File: src/rtl/stream_uart_tx.sv
// Byte-stream UART transmitter: buffers an 8-bit valid/ready/last stream in a
// FIFO and serialises it 8N1, optionally appending EOL_CHAR after each packet.
module stream_uart_tx #(
  parameter int unsigned CLK_FREQ_HZ = 16000000,
  parameter int unsigned BAUD        = 57600,
  parameter int unsigned FIFO_DEPTH  = 16,
  parameter bit          EOL_EN      = 1'b1,
  parameter logic [7:0]  EOL_CHAR    = 8'h0A
) (
  input  logic       i_clk,
  input  logic       i_rst_n,
  input  logic [7:0] i_tdata,
  input  logic       i_tlast,
  input  logic       i_tvalid,
  output logic       o_tready,
  output logic       o_uart_tx,
  output logic       o_busy
);

  localparam int unsigned DIV   = CLK_FREQ_HZ / BAUD;
  localparam int          CNT_W = (DIV > 2) ? $clog2(DIV) : 1;
  localparam int          PTR_W = $clog2(FIFO_DEPTH);
  localparam logic [CNT_W-1:0] DIV_LAST  = CNT_W'(DIV - 1);
  localparam logic [PTR_W:0]   FULL_FILL = (PTR_W+1)'(FIFO_DEPTH);

  generate
    if (DIV < 2) begin : g_bad_div
      $error("stream_uart_tx: CLK_FREQ_HZ / BAUD must be at least 2");
    end
    if (FIFO_DEPTH < 2 || (FIFO_DEPTH & (FIFO_DEPTH - 1)) != 0) begin : g_bad_depth
      $error("stream_uart_tx: FIFO_DEPTH must be a power of two >= 2");
    end
  endgenerate

  typedef enum logic [1:0] {IDLE, START, DATA, STOP} state_t;

  state_t           state_reg, state_next;
  logic [8:0]       mem [FIFO_DEPTH];
  logic [PTR_W:0]   wr_ptr_reg, rd_ptr_reg, wr_ptr_next, rd_ptr_next, fill_next;
  logic             tready_reg, eol_pending_reg;
  logic [CNT_W-1:0] baud_cnt_reg;
  logic [2:0]       bit_idx_reg;
  logic [7:0]       shift_reg;
  logic             tx_reg, tx_next, line_active_reg, busy_reg;

  logic       fifo_empty, push, pop, baud_last, load_slot, load;
  logic [8:0] rd_entry;
  logic [7:0] load_byte;

  assign fifo_empty  = (wr_ptr_reg == rd_ptr_reg);
  assign push        = i_tvalid && tready_reg;
  assign rd_entry    = mem[rd_ptr_reg[PTR_W-1:0]];
  assign baud_last   = (baud_cnt_reg == DIV_LAST);
  // A new frame may be loaded from IDLE or straight out of the last stop cycle.
  assign load_slot   = (state_reg == IDLE) || (state_reg == STOP && baud_last);
  assign load        = load_slot && (eol_pending_reg || !fifo_empty);
  assign pop         = load && !eol_pending_reg;
  assign load_byte   = eol_pending_reg ? EOL_CHAR : rd_entry[7:0];
  assign wr_ptr_next = wr_ptr_reg + (PTR_W+1)'(push);
  assign rd_ptr_next = rd_ptr_reg + (PTR_W+1)'(pop);
  assign fill_next   = wr_ptr_next - rd_ptr_next;

  always_ff @(posedge i_clk) begin
    if (push) begin
      mem[wr_ptr_reg[PTR_W-1:0]] <= {i_tlast, i_tdata};
    end
  end

  always_ff @(posedge i_clk or negedge i_rst_n) begin
    if (!i_rst_n) begin
      state_reg <= IDLE;
    end else begin
      state_reg <= state_next;
    end
  end

  always_comb begin
    state_next = state_reg;
    case (state_reg)
      IDLE:    if (load) state_next = START;
      START:   if (baud_last) state_next = DATA;
      DATA:    if (baud_last && bit_idx_reg == 3'd7) state_next = STOP;
      STOP:    if (baud_last) state_next = load ? START : IDLE;
      default: state_next = IDLE;
    endcase
  end

  always_comb begin
    tx_next = 1'b1;
    case (state_reg)
      START:   tx_next = 1'b0;
      DATA:    tx_next = shift_reg[0];
      default: tx_next = 1'b1;
    endcase
  end

  always_ff @(posedge i_clk or negedge i_rst_n) begin
    if (!i_rst_n) begin
      wr_ptr_reg      <= '0;
      rd_ptr_reg      <= '0;
      tready_reg      <= 1'b0;
      eol_pending_reg <= 1'b0;
      baud_cnt_reg    <= '0;
      bit_idx_reg     <= '0;
      shift_reg       <= '0;
      tx_reg          <= 1'b1;
      line_active_reg <= 1'b0;
      busy_reg        <= 1'b0;
    end else begin
      wr_ptr_reg      <= wr_ptr_next;
      rd_ptr_reg      <= rd_ptr_next;
      tready_reg      <= (fill_next != FULL_FILL);
      tx_reg          <= tx_next;
      // The line lags the FSM by one register stage; busy covers that tail.
      line_active_reg <= (state_reg != IDLE);
      busy_reg        <= (state_reg != IDLE) || line_active_reg || !fifo_empty || eol_pending_reg;
      if (load) begin
        shift_reg       <= load_byte;
        baud_cnt_reg    <= '0;
        bit_idx_reg     <= '0;
        eol_pending_reg <= eol_pending_reg ? 1'b0 : (rd_entry[8] & EOL_EN);
      end else if (state_reg != IDLE) begin
        baud_cnt_reg <= baud_last ? '0 : baud_cnt_reg + 1'b1;
        if (state_reg == DATA && baud_last) begin
          shift_reg   <= {1'b0, shift_reg[7:1]};
          bit_idx_reg <= bit_idx_reg + 3'd1;
        end
      end
    end
  end

  assign o_tready  = tready_reg;
  assign o_uart_tx = tx_reg;
  assign o_busy    = busy_reg;

endmodule

File: config.mk
export PLATFORM = sky130hd
export DESIGN_NAME = stream_uart_tx
export DESIGN_NICKNAME = d
export VERILOG_FILES = /design/src/rtl/stream_uart_tx.sv
export SDC_FILE = /design/constraint.sdc
export NUM_CORES = 1
export LEC_CHECK = 0
export BUFFER_PORTS_ARGS = -buffer_cell sky130_fd_sc_hd__buf_2
export CAP_MARGIN = 20
export CORE_MARGIN = 1.5
export CORE_UTILIZATION = 45
export CTS_BUF_LIST = sky130_fd_sc_hd__clkbuf_16
export CTS_CLUSTER_DIAMETER = 150
export CTS_CLUSTER_SIZE = 10
export DETAILED_ROUTE_END_ITERATION = 8
export GPL_TIMING_DRIVEN = 0
export PLACE_DENSITY_LB_ADDON = 0.1
export SLEW_MARGIN = 20
export SYNTH_ARGS = -nofsm -noshare
export SYNTH_HDL_FRONTEND = slang
export SYNTH_SLANG_ARGS = --single-unit
File: constraint.sdc
create_clock -name i_clk -period 4.1 [get_ports i_clk]
set_clock_uncertainty 0.15 [all_clocks]
set_input_delay 0.41 -clock i_clk [delete_from_list [all_inputs] [get_ports i_clk]]
set_output_delay 0.41 -clock i_clk [all_outputs]
set_load 0.02 [all_outputs]
== Yosys cells after proc, flatten, opt, wreduce, memory -nomap -nowiden ==
Memory sizes are Yosys's and may differ from the RTL's.
Index checks and enable logic that the tools add are counted.

* Output and inout bits: 3
* Input port bits: 12
* Memory bits (writable): 144
* Latch bits: 0
* Flip-flop bits (word level): 37
* Word-level logic and storage cells: 67
* Bits in read-only memories: 0
* Memories kept: 1

{| class="wikitable"
|+ Memories
! name !! depth !! bits a word !! read ports !! clocked after Yosys merged registers in !! write ports !! line !! RTL
|-
| mem || 16 || 9 || 1 || 0 || 1 || 38 || <nowiki>logic [8:0] mem [FIFO_DEPTH];</nowiki>
|}

* Bitwise operators: 0
* $add $sub $neg: 5
* Multipliers: 0
* Muxes and demuxes: 20
* Divide/modulo/power cells: 0
* Order comparisons: 0
* Shifts and indexed selects: 0
* Reductions and logical operators: 19
* Eq/ne operators: 11

{| class="wikitable"
|+ Operators by type and width
! kind !! number
|-
| 8-bit two-way mux || 4
|-
| 9-bit two-way mux || 3
|-
| 5-bit by 1-bit adder with 5-bit output || 2
|-
| 9-bit by 1-bit adder with 9-bit output (second input constant) || 1
|-
| 9-bit == test (second input constant) || 1
|-
| 3-bit two-way mux || 3
|-
| 2-bit two-way mux || 4
|-
| 2-bit inequality test (second input constant) || 4
|-
| 2-bit one-hot mux with 4 select lines || 1
|-
| 1-bit logical AND || 6
|-
| 2-bit nonzero test || 3
|-
| 5-bit == test || 1
|-
| 1-bit logical OR || 5
|-
| 5-bit inequality test (second input constant) || 1
|-
| 5-bit subtractor || 1
|-
| 2-bit == test (second input constant) || 2
|-
| 1-bit two-way mux || 4
|-
| 4-bit AND reduction || 1
|-
| 3-bit by 1-bit adder with 3-bit output (second input constant) || 1
|-
| 3-bit == test (second input constant) || 1
|-
| 2-bit by 1-bit == test with 1-bit output (second input constant) || 1
|-
| 1-bit logical NOT || 2
|-
| 2-bit logical NOT || 1
|-
| 1-bit one-hot mux with 2 select lines || 1
|-
| 2-bit AND reduction || 1
|}

== Logic depth before layout (Yosys ltp) ==
Gate-level depths: netlist of run 1.

* Word-level depth: 8
* Mapped depth: 16
* Mapped depth without buffers: 16

== Worst setup path before layout of run 1 ==
Ideal clock, no wire load.

* Kind: reg2reg
* From: reg wr_ptr_reg[3]
* To: reg tready_reg (netlist: o_tready)
* Path buffers: 1
* Arrival time: 3.235 ns
* Period minus slack after synthesis: 3.513 ns
* Path slack: 0.587 ns
* Required time: 3.821 ns
* Stages on the path, launching flop included: 16
* Setup time: 0.129 ns
* Cell sequence: dfrtp_1 buf_6 xor2_1 nor4_4 a21oi_1 nand2b_1 inv_1 ha_1 ha_1 inv_1 ha_1 nor2b_1 or3_1 mux2i_1 nand2b_1 a2111o_1

* Cells in the longest elaborated chain, start to end: 8
* Elaborated cells between the ends (all ways): 9
* Those cells by class: add/sub (3); eq/ne (2); reduce/logical (4)

{| class="wikitable"
|+ Ends and longest elaborated chain
! what !! line !! RTL
|-
| start, declared || 39 || <nowiki>logic [PTR_W:0] wr_ptr_reg, rd_ptr_reg, wr_ptr_next, rd_ptr_next, fill_next;</nowiki>
|-
| start signal, assigned || 110 || <nowiki>wr_ptr_reg <= wr_ptr_next;</nowiki>
|-
| 5-bit == test || 50 || <nowiki>assign fifo_empty = (wr_ptr_reg == rd_ptr_reg);</nowiki>
|-
| 1-bit logical NOT || 56 || <nowiki>assign load = load_slot && (eol_pending_reg || !fifo_empty);</nowiki>
|-
| 1-bit logical OR || 56 ||
|-
| 1-bit logical AND || 56 ||
|-
| 1-bit logical AND || 57 || <nowiki>assign pop = load && !eol_pending_reg;</nowiki>
|-
| 5-bit by 1-bit adder with 5-bit output || 60 || <nowiki>assign rd_ptr_next = rd_ptr_reg + (PTR_W+1)'(pop);</nowiki>
|-
| net rd_ptr_next[1] || 39 ||
|-
| 5-bit subtractor || 61 || <nowiki>assign fill_next = wr_ptr_next - rd_ptr_next;</nowiki>
|-
| 5-bit inequality test || 112 || <nowiki>tready_reg <= (fill_next != FULL_FILL);</nowiki>
|-
| end signal, assigned || 112 ||
|-
| end, declared || 40 || <nowiki>logic tready_reg, eol_pending_reg;</nowiki>
|}

The timed path passes the listed nets, and every way through them passes these cells.
A chain may end at the register's enable or synchronous reset.

== Worst setup path in the final report of run 1 ==
* From: reg wr_ptr_reg[2]
* To: reg tready_reg (netlist: o_tready)

The elaborated chain is that of the path after synthesis.

==> results.json, run 1 <==
{
  "grt_pass1_wl_um": 24900,
  "synth_top_area_cell": "edfxtp_1",
  "worst_path_max_delay_cell": "nor4_4",
  "clk_latency_ns": 0.44,
  "synth-seq-cells": 181,
  "yosysMostFrequentCell": "edfxtp_1",
  "gp_congestion": 0.749,
  "async_flop_share_pct": 20.4,
  "cp-start-kind": "register",
  "top_level_ports": 15,
  "cts_made_buffers": 17,
  "ys_seq_area_share_pct": 68.4,
  "dieArea_um2": 17900,
  "drive_gt1_share_pct": 21.4,
  "final_cell_area_um2": 8720,
  "finalHoldViolations": 0,
  "synth_cells": 454,
  "drt-initial-drc-count": 355,
  "slew_viol_final": 0,
  "cts_setup_buffers": 0,
  "p_sw_share_pct": 34.1,
  "slew_headroom_pct": 28.7,
  "internal_power_uw": 4120,
  "hpwl_um": 10500,
  "h-tree-depth": 4,
  "clkSinkCount": 181,
  "p_switching_uw": 2130,
  "portBuffers": 14,
  "core_area_um2": 16600,
  "critical_path_class": "reg -> reg",
  "rows": 47,
  "remaining_drc_errors": 0,
  "synth.net_count": 482,
  "maxCapViolations": 0,
  "firstDrtPassIters": 4,
  "die_y_um": 134,
  "synth_commonest_cells": "edfxtp_1 (144), dfrtp_1 (36), nor2_1 (26)",
  "root_buffer": "clkbuf_16",
  "cts_tree": "built",
  "grt_usage_pct": 19.4,
  "layout.nets": 520,
  "ir_drop_mv": 0.353,
  "antenna_found_initial": 0,
  "syn_area_per_cell_um2": 16.9,
  "combPwrFrac_pct": 35.4,
  "grt_pass1_vias": 4230,
  "die_w_um": 134,
  "cp_slowest_stage_delay_ns": 0.43,
  "path_cells": "buf_2, xor2_1, nor4_4, a21oi_2, nand2b_2, inv_1, ha_1, ha_1, inv_1, ha_1, nor2b_1, or3_1, mux2i_1, nand2b_1, a2111o_1",
  "ys_types": 51,
  "grt_max_degree": 38,
  "ant_nets": 0,
  "routed_wl_um": 16000,
  "setup_viol": 0,
  "powerDensity_nw_per_um2": 717,
  "synth_edf_count": 144,
  "ys.flop_type": "edfxtp_1",
  "synth_area_um2": 7680,
  "status": "complete, no violations",
  "start_util_pct": 46.1,
  "num_vias": 4116,
  "cp_data_arrival_time_ns": 3.93,
  "num_antenna_cells": 0,
  "cts_max_path_buffers": 2,
  "timing.final.crit_share_pct": 91.6,
  "placed_cell_area_um2": 8110,
  "fmax_mhz": 266,
  "synth_area_leaders": "edfxtp_1 (56%), dfrtp_1 (12%), mux4_2 (5.9%), mux4_1 (3.4%), mux2i_1 (3.3%)",
  "yosysWarningCount": 0,
  "overflow": 0,
  "finalCriticalPeriod_ns": 3.76,
  "worst_ep_required_time_ns": 4.27,
  "fin_setup_tns_ns": 0,
  "largest_reg_flops": 144,
  "pwr-share-seq_pct": 38.4,
  "cp_common_cell": "ha_1",
  "tightest_slew_ns": 1.07,
  "clkPwrFrac_pct": 26.2,
  "holdCritPathClass": "in -> reg",
  "p_leak_uw": 0.00314,
  "grt_setup_unrepaired": "false",
  "wl_per_cell_um": 22.0,
  "clk_pin_slew_ns": 0.07,
  "via_per_inst": 5.68,
  "endpoint_kind": "register",
  "fillers": 1344,
  "synth_top_area_share_pct": 56.3,
  "cp_max_fo": 8,
  "area_delta_synth_final_pct": 13.6
}
==> placed cells by master (no fill, tap or decap), types with 3 or more instances in the layout <==
cell | synthesis | routed
and3_1 | 6 | 6
o21a_1 | 5 | 5
nor3b_1 | 3 | 3
clkinv_4 | 0 | 3
nor2b_1 | 4 | 4
dfrtp_1 | 36 | 36
xor2_1 | 8 | 8
buf_6 | 5 | 7
mux2i_1 | 25 | 25
nand2b_1 | 5 | 4
a211oi_1 | 4 | 4
ha_1 | 16 | 16
nor2_2 | 0 | 10
a21oi_1 | 5 | 4
buf_2 | 7 | 21
inv_6 | 0 | 5
a22o_1 | 4 | 4
mux4_2 | 20 | 20
o32ai_1 | 4 | 4
xnor2_1 | 6 | 6
mux4_1 | 10 | 10
nand2_1 | 15 | 15
inv_1 | 14 | 14
nor3_2 | 0 | 4
edfxtp_1 | 144 | 144
nand3_1 | 9 | 9
nor2_1 | 26 | 16
buf_4 | 0 | 3
clkbuf_1 | 6 | 5
clkbuf_16 | 0 | 17
a31oi_1 | 4 | 3
o21ai_0 | 15 | 15
a221oi_1 | 9 | 9
==> stage by stage <==
| step | power [µW] | hold slack, ns | std cells | utilization [%] | setup WS [ns] |
|---|---|---|---|---|---|
| floorplan | 4000 | -0.0356 | 454 | - | 0.587 |
| global placement | 4570 | 0.265 | 688 | 48.2 | 0.0321 |
| detailed placement | 4670 | 0.276 | 693 | 48.7 | 0.0548 |
| CTS | 6290 | 0.183 | 726 | 52.3 | 0.0341 |
| global route | 6610 | 0.193 | 725 | 52.4 | 0.0202 |
| finish | 6260 | 0.194 | 725 | 52.4 | 0.344 |
==> layer usage <==
| metal | vias to the layer above | global-route usage (%) | part of all wire [%] |
|---|---|---|---|
| met5 | - | 0 | 0 |
| met3 | 23 | 4.07 | 3.7 |
| met1 | 2128 | 26.0 | 45 |
| met2 | 82 | 31.2 | 49 |
| li1 | 1883 | - | - |
| met4 | 0 | 7.91 | 2.2 |
==> power groups by stage <==
stage / clock network, µW / logic, µW / registers, µW
floorplan: 0 / 1590 / 2410
global placement: 0 / 2140 / 2430
detailed placement: 0 / 2220 / 2440
CTS: 1660 / 2230 / 2410
global route: 1730 / 2450 / 2430
finish: 1640 / 2210 / 2400
==> final cells by class <==
cell class | count | area (µm²) | share of cell area [%]
multi-input cells | 238 | 2290 | 26.2
inverters | 15 | 56.3 | 0.646
plain buffers | 19 | 134 | 1.54
clock inverters | 15 | 165 | 1.89
flip-flops and latches | 181 | 5250 | 60.2
repair buffers | 20 | 125 | 1.43
well taps | 220 | 275 | 3.16
clock buffers | 17 | 425 | 4.88
==> worst paths after layout <==
path | cells after the start | slack [ns] | startpoint | to
max in group asynchronous | 2 | 2.80 | i_rst_n | state_reg[0]$_DFFE_PN0P_
min reg2reg | 1 | 0.29 | line_active_reg$_DFF_PN0_ | o_busy$_DFF_PN0_
min in group asynchronous | 2 | 0.45 | i_rst_n | wr_ptr_reg[2]$_DFF_PN0_
max reg2reg | 15 | 0.34 | wr_ptr_reg[2]$_DFF_PN0_ | o_tready$_DFF_PN0_
max | 15 | 0.34 | wr_ptr_reg[2]$_DFF_PN0_ | o_tready$_DFF_PN0_
min | 1 | 0.19 | i_tdata[7] | mem[4][7]$_DFFE_PP_
==> cell families (layout without fill, tap and decap cells) <==
logic type | after synthesis | after routing | share of synthesized area [%]
flip-flops | 181 | 181 | 68.4
buffers and inverters | 35 | 86 | 2.53
adder cells (fa/ha/maj) | 16 | 16 | 2.61
XOR/XNOR | 14 | 14 | 1.60
multiplexers | 57 | 57 | 12.8
AND/OR/NAND/NOR | 84 | 84 | 5.70
AO/OA/AOI/OAI | 67 | 67 | 6.31
==> critical path: cells and delay by family (launching register included) <==
kind | cells | cell delay [ns]
buffers and inverters | 3 | 0.32
muxes | 1 | 0.13
and+or+nand+nor | 5 | 1.17
adders and majority gates | 3 | 0.80
AOI/OAI and AO/OA | 2 | 0.53
xor gates and xnor gates | 1 | 0.18
DFF | 1 | 0.36
==> timing repair <==
item	CTS	global route
resized for setup	0	3
hold buffers	1	0
endpoints found under the setup margin	0	1
endpoints found under the hold margin	36	0
Note: power is estimated with default switching activity, not from simulation.
==> run 2: changes to the inputs <==
CORE_UTILIZATION = 50   (was 45)
==> run 2 against run 1 <==
Against the previous run:
- sequential cell count unchanged
- count of clock-buffer cells in the layout unchanged
- maximum frequency down 0.80%
- design area down 0.92%
- critical path depth up 1
- global-route usage up 2.3 points
- largest cell class unchanged
- highest routed layer unchanged
==> results.json, run 2 (synthesis gave the netlist of run 1 again) <==
{
  "gp_congestion": 0.767,
  "h-tree-depth": 4,
  "clkPwrFrac_pct": 24.7,
  "status": "complete, no violations",
  "worst_ep_required_time_ns": 4.26,
  "fin_ws_ns": 0.314,
  "drt-initial-drc-count": 267,
  "routed_wl_um": 16000,
  "start_util_pct": 50.9,
  "hpwl_um": 10400,
  "preCtsSetupSlack_ns": 0.0292,
  "timing.final.crit_share_pct": 92.3,
  "critical_path_class": "reg -> reg",
  "fillers": 1149,
  "p_switching_uw": 2120,
  "cp_data_arrival_time_ns": 3.94,
  "num_vias": 4108,
  "grt_pass1_wl_um": 24700,
  "fmax_mhz": 264,
  "regArea_um2": 5250,
  "grt_usage_pct": 21.7,
  "holdCritPathClass": "in -> reg",
  "p_leak_uw": 0.00313,
  "layout.nets": 523,
  "ir_drop_mv": 0.405,
  "setup_viol": 0,
  "fin_setup_tns_ns": 0,
  "slew_headroom_pct": 27.2,
  "dieArea_um2": 16100,
  "multiInputGateArea_um2": 2270,
  "finalCriticalPeriod_ns": 3.79,
  "core_area_um2": 15100,
  "die_w_um": 127,
  "ant_nets": 0,
  "endpoint_kind": "register",
  "powerDensity_nw_per_um2": 709,
  "worst_path_max_delay_cell": "dfrtp_1",
  "die_y_um": 127,
  "maxCapViolations": 0,
  "clk_latency_ns": 0.43,
  "clk_pin_slew_ns": 0.07,
  "area_delta_synth_final_pct": 12.6,
  "overflow": 0,
  "root_buffer": "clkbuf_16",
  "grt_setup_unrepaired": "false",
  "antenna_found_initial": 0,
  "rows": 45,
  "finalHoldViolations": 0,
  "firstDrtPassIters": 4,
  "largest_reg_flops": 144,
  "drive_gt1_share_pct": 20.9,
  "cp_slowest_stage_delay_ns": 0.40,
  "cp_max_fo": 5,
  "internal_power_uw": 4010,
  "path_cells": "inv_1, ha_1, and4bb_2, a31oi_1, a21oi_1, nand2b_1, inv_1, ha_1, ha_1, inv_1, ha_1, nor2b_1, or3_1, mux2i_1, nand2b_1, a2111o_1",
  "final_common_cell": "edfxtp_1",
  "slew_viol_final": 0,
  "cts_tree": "built",
  "cp-start-kind": "register",
  "via_per_inst": 5.90,
  "wl_per_cell_um": 23.0,
  "cp_common_cell": "ha_1",
  "top_level_ports": 15,
  "clkSinkCount": 181,
  "remaining_drc_errors": 0,
  "num_antenna_cells": 0,
  "cts_made_buffers": 17,
  "grt_max_degree": 38,
  "combPwrFrac_pct": 36.1,
  "tightest_slew_ns": 1.09,
  "cts_max_path_buffers": 2,
  "pwr-share-seq_pct": 39.2,
  "grt_pass1_vias": 4210,
  "portBuffers": 14,
  "p_sw_share_pct": 34.6,
  "layout_common_cells": "edfxtp_1 (144), dfrtp_1 (36), mux2i_1 (25)"
}
## run 2: cell count changes in the layout (fill, tap and decap cells not counted), moves of 2 or more
cell / change
bufinv_16: -2
nor2_1: +3
clkinv_4: -2
nor2_2: -3
clkinvlp_4: +3
clkinv_2: +2
buf_4: +2
## run 2: critical path, delay by kind of cell, from the launching register on
family	cells	cell delay (ns)
flip-flops	1	0.40
buffers and inverters	3	0.20
multiplexers	1	0.13
AND/OR/NAND/NOR	5	1.00
AO/OA/AOI/OAI	3	0.79
adder cells (fa/ha/maj)	4	0.97
## run 2: per-layer routing
layer | global-route usage [%] | share of wire, % | up-vias
met5 | 0 | 0 | -
met4 | 8.49 | 2.4 | 0
met3 | 5.40 | 3.8 | 20
met2 | 35.6 | 50 | 85
met1 | 28.1 | 43 | 2113
li1 | - | - | 1890
## run 2: what timing repair did
item	4_1_cts	5_1_grt
endpoints found under the setup margin	0	1
buffers inserted	0	2
hold endpoints to repair	36	0
gates resized for setup	0	1
hold buffers	1	0
## run 2: final cells by class
type	count	area share, %
plain buffers	19	1.55
repair buffers	23	1.75
well taps	188	2.72
flip-flops and latches	181	60.8
clock inverters	15	1.38
inverters	15	0.652
multi-input cells	238	26.3
clock buffers	17	4.92
## run 2: stage by stage
stage,area (µm²),total power (µW),hold WS (ns),std cells,util [%]
4_1_cts,8620,6160,0.175,694,57.1
5_1_grt,8640,6470,0.188,696,57.3
6_report,8640,6130,0.194,696,57.3
2_1_floorplan,7680,4000,-0.0356,454,-
3_3_place_gp,7980,4570,0.267,656,52.9
3_5_place_dp,8070,4650,0.270,661,53.5
## run 2: worst paths after layout
check	endpoint	from	depth (start not counted)	slack, ns
setup / recovery	o_tready$_DFF_PN0_	baud_cnt_reg[0]$_DFFE_PN0P_	16	0.31
hold / removal	mem[10][3]$_DFFE_PP_	i_tdata[3]	1	0.19
max in group asynchronous	shift_reg[1]$_DFFE_PN0P_	i_rst_n	2	2.79
setup reg to reg	o_tready$_DFF_PN0_	baud_cnt_reg[0]$_DFFE_PN0P_	16	0.31
hold reg to reg	o_busy$_DFF_PN0_	line_active_reg$_DFF_PN0_	1	0.28
min in group asynchronous	wr_ptr_reg[2]$_DFF_PN0_	i_rst_n	2	0.48
## run 2: power groups by stage
stage               Sequential, µW  Combinational (µW)  Clock, µW
global route                  2430                2420       1610
detailed placement            2440                2210          0
CTS                           2410                2220       1530
global placement              2430                2130          0
floorplan                     2410                1590          0
finish                        2410                2210       1510
==> run 3: changes to the inputs <==
CELL_PAD_IN_SITES_DETAIL_PLACEMENT = 0   (was unset)
CELL_PAD_IN_SITES_GLOBAL_PLACEMENT = 1   (was unset)
PLACE_DENSITY = 0.76   (was unset)
PLACE_DENSITY_LB_ADDON = unset   (was 0.1)
==> run 3 against run 2 <==
Against the previous run:
- register-to-register slack better by 0.02 ns
- sequential power about the same
- worst setup slack gained 0.025 ns
- non-clock buffer count down 4
- maximum frequency up 0.66%
- sequential cell count did not move
- sequential share of layout area about the same
- combinational power shrank 2%
- routed wire length fell by 4.8%
- count of clock-buffer cells in the layout unchanged
- largest cell class unchanged
- cell count shrank 0.57%
==> results.json, run 3 (synthesis gave the netlist of run 1 again) <==
{
  "via_per_inst": 5.97,
  "ir_drop_mv": 0.374,
  "hold_depth": 1,
  "root_buffer": "clkbuf_16",
  "num_antenna_cells": 0,
  "firstDrtPassIters": 4,
  "die_y_um": 127,
  "maxCapViolations": 0,
  "grt_pass1_wl_um": 23800,
  "rows": 45,
  "fin_ws_ns": 0.339,
  "portBuffers": 14,
  "tightest_slew_ns": 1.17,
  "fin_cells": 692,
  "slew_headroom_pct": 21.8,
  "cts_tree": "built",
  "clk_latency_ns": 0.43,
  "endpoint_kind": "register",
  "cts_max_path_buffers": 2,
  "regArea_um2": 5250,
  "slew_viol_final": 0,
  "top_layer_used": "met5",
  "timing.final.crit_share_pct": 91.7,
  "die_w_um": 127,
  "grt_setup_unrepaired": "false",
  "grt_max_degree": 38,
  "cp-start-kind": "register",
  "placed_cells": 660,
  "finalHoldViolations": 0,
  "internal_power_uw": 4020,
  "finalCriticalPeriod_ns": 3.76,
  "clk_pin_slew_ns": 0.07,
  "cts_made_buffers": 17,
  "fillers": 1165,
  "fmax_mhz": 266,
  "h-tree-depth": 4,
  "met3_length_um": 654,
  "layout_common_cells": "edfxtp_1 (144), dfrtp_1 (36), mux2i_1 (25)",
  "critical_path_class": "reg -> reg",
  "routed_wl_um": 15200,
  "final_common_cell": "edfxtp_1",
  "p_leak_uw": 0.00313,
  "num_vias": 4134,
  "core_area_um2": 15100,
  "wl_per_cell_um": 22.0,
  "combPwrFrac_pct": 35.4,
  "clkSinkCount": 181,
  "worst_ep_required_time_ns": 4.27,
  "drive_gt1_share_pct": 20.8,
  "cp_data_arrival_time_ns": 3.93,
  "dieArea_um2": 16100,
  "setup_viol": 0,
  "hpwl_um": 10200,
  "grt_usage_pct": 20.5,
  "holdCritPathClass": "in -> reg",
  "remaining_drc_errors": 0,
  "dr_wl_met2_um": 7650,
  "multiInputGateArea_um2": 2280,
  "preCtsSetupSlack_ns": -0.0569,
  "largest_reg_flops": 144,
  "clkPwrFrac_pct": 25.4,
  "grt_pass1_vias": 4124,
  "overflow": 0,
  "layout.nets": 519,
  "start_util_pct": 50.9,
  "antenna_found_initial": 1,
  "reg2reg_depth": 16,
  "fin_util_pct": 57.3,
  "ant_nets": 0,
  "drt-met1-wl_um": 6700,
  "status": "complete, no violations",
  "p_sw_share_pct": 34.4,
  "p_switching_uw": 2100,
  "cp_max_fo": 7,
  "gp_congestion": 0.769,
  "drt-initial-drc-count": 419,
  "pwr-share-seq_pct": 39.3,
  "powerDensity_nw_per_um2": 708,
  "area_delta_synth_final_pct": 12.6,
  "top_level_ports": 15
}
run 3: final cells by class:
| cell class | count | share of cell area, % |
|---|---|---|
| buffer | 19 | 1.55 |
| clock buffer | 17 | 4.92 |
| clock inverter | 15 | 1.61 |
| inverter | 15 | 0.651 |
| multi-input combinational | 238 | 26.4 |
| sequential | 181 | 60.7 |
| tap | 188 | 2.72 |
| timing repair buffer | 19 | 1.45 |
run 3: path summary, 6_finish.rpt:
kind / from / end / slack, ns
max: baud_cnt_reg[0]$_DFFE_PN0P_ / o_tready$_DFF_PN0_ / 0.34
min: i_tdata[1] / mem[7][1]$_DFFE_PP_ / 0.19
max reg2reg: baud_cnt_reg[0]$_DFFE_PN0P_ / o_tready$_DFF_PN0_ / 0.34
min reg2reg: line_active_reg$_DFF_PN0_ / o_busy$_DFF_PN0_ / 0.30
max in group asynchronous: i_rst_n / shift_reg[2]$_DFFE_PN0P_ / 2.79
min in group asynchronous: i_rst_n / baud_cnt_reg[7]$_DFFE_PN0P_ / 0.47
run 3: critical path: stages (launching register included):
cell and delay (ns):
dfrtp_1 0.40, inv_1 0.06, ha_1 0.20, and4bb_2 0.28
a31oi_2 0.26, a21oi_2 0.11, nand2b_2 0.18, inv_1 0.10
ha_1 0.21, ha_1 0.30, inv_1 0.05, ha_1 0.29
nor2b_1 0.16, or3_1 0.33, mux2i_1 0.15, nand2b_1 0.08
a2111o_1 0.35
run 3: stage by stage:
step           setup TNS [ns]  total power [µW]  cell area (µm²)  hold WS, ns
5_1_grt                     0              6450             8640        0.192
3_3_place_gp                0              4520             7980        0.273
4_1_cts                     0              6150             8630        0.181
3_5_place_dp          -0.0569              4610             8050        0.269
6_report                    0              6120             8640        0.194
2_1_floorplan               0              4000             7680      -0.0356
run 3: routing by layer:
| metal | GRT usage, % | vias up |
|---|---|---|
| met5 | 0 | - |
| met4 | 6.48 | 2 |
| met3 | 4.60 | 19 |
| met2 | 34.3 | 96 |
| met1 | 27.0 | 2132 |
| li1 | - | 1885 |
run 3: power groups by stage:
stage	clock [µW]	combinational [µW]	sequential, µW
4_1_cts	1570	2170	2410
6_report	1550	2160	2400
3_3_place_gp	0	2080	2430
2_1_floorplan	0	1590	2410
3_5_place_dp	0	2170	2450
5_1_grt	1650	2370	2430
run 3: timing repair:
item,4_1_cts,5_1_grt
endpoints found under the hold margin,36,0
endpoints found under the setup margin,1,1
pin swaps,0,0
cloned,0,0
setup buffers,0,0
gates resized for setup,1,3
hold buffers,1,0
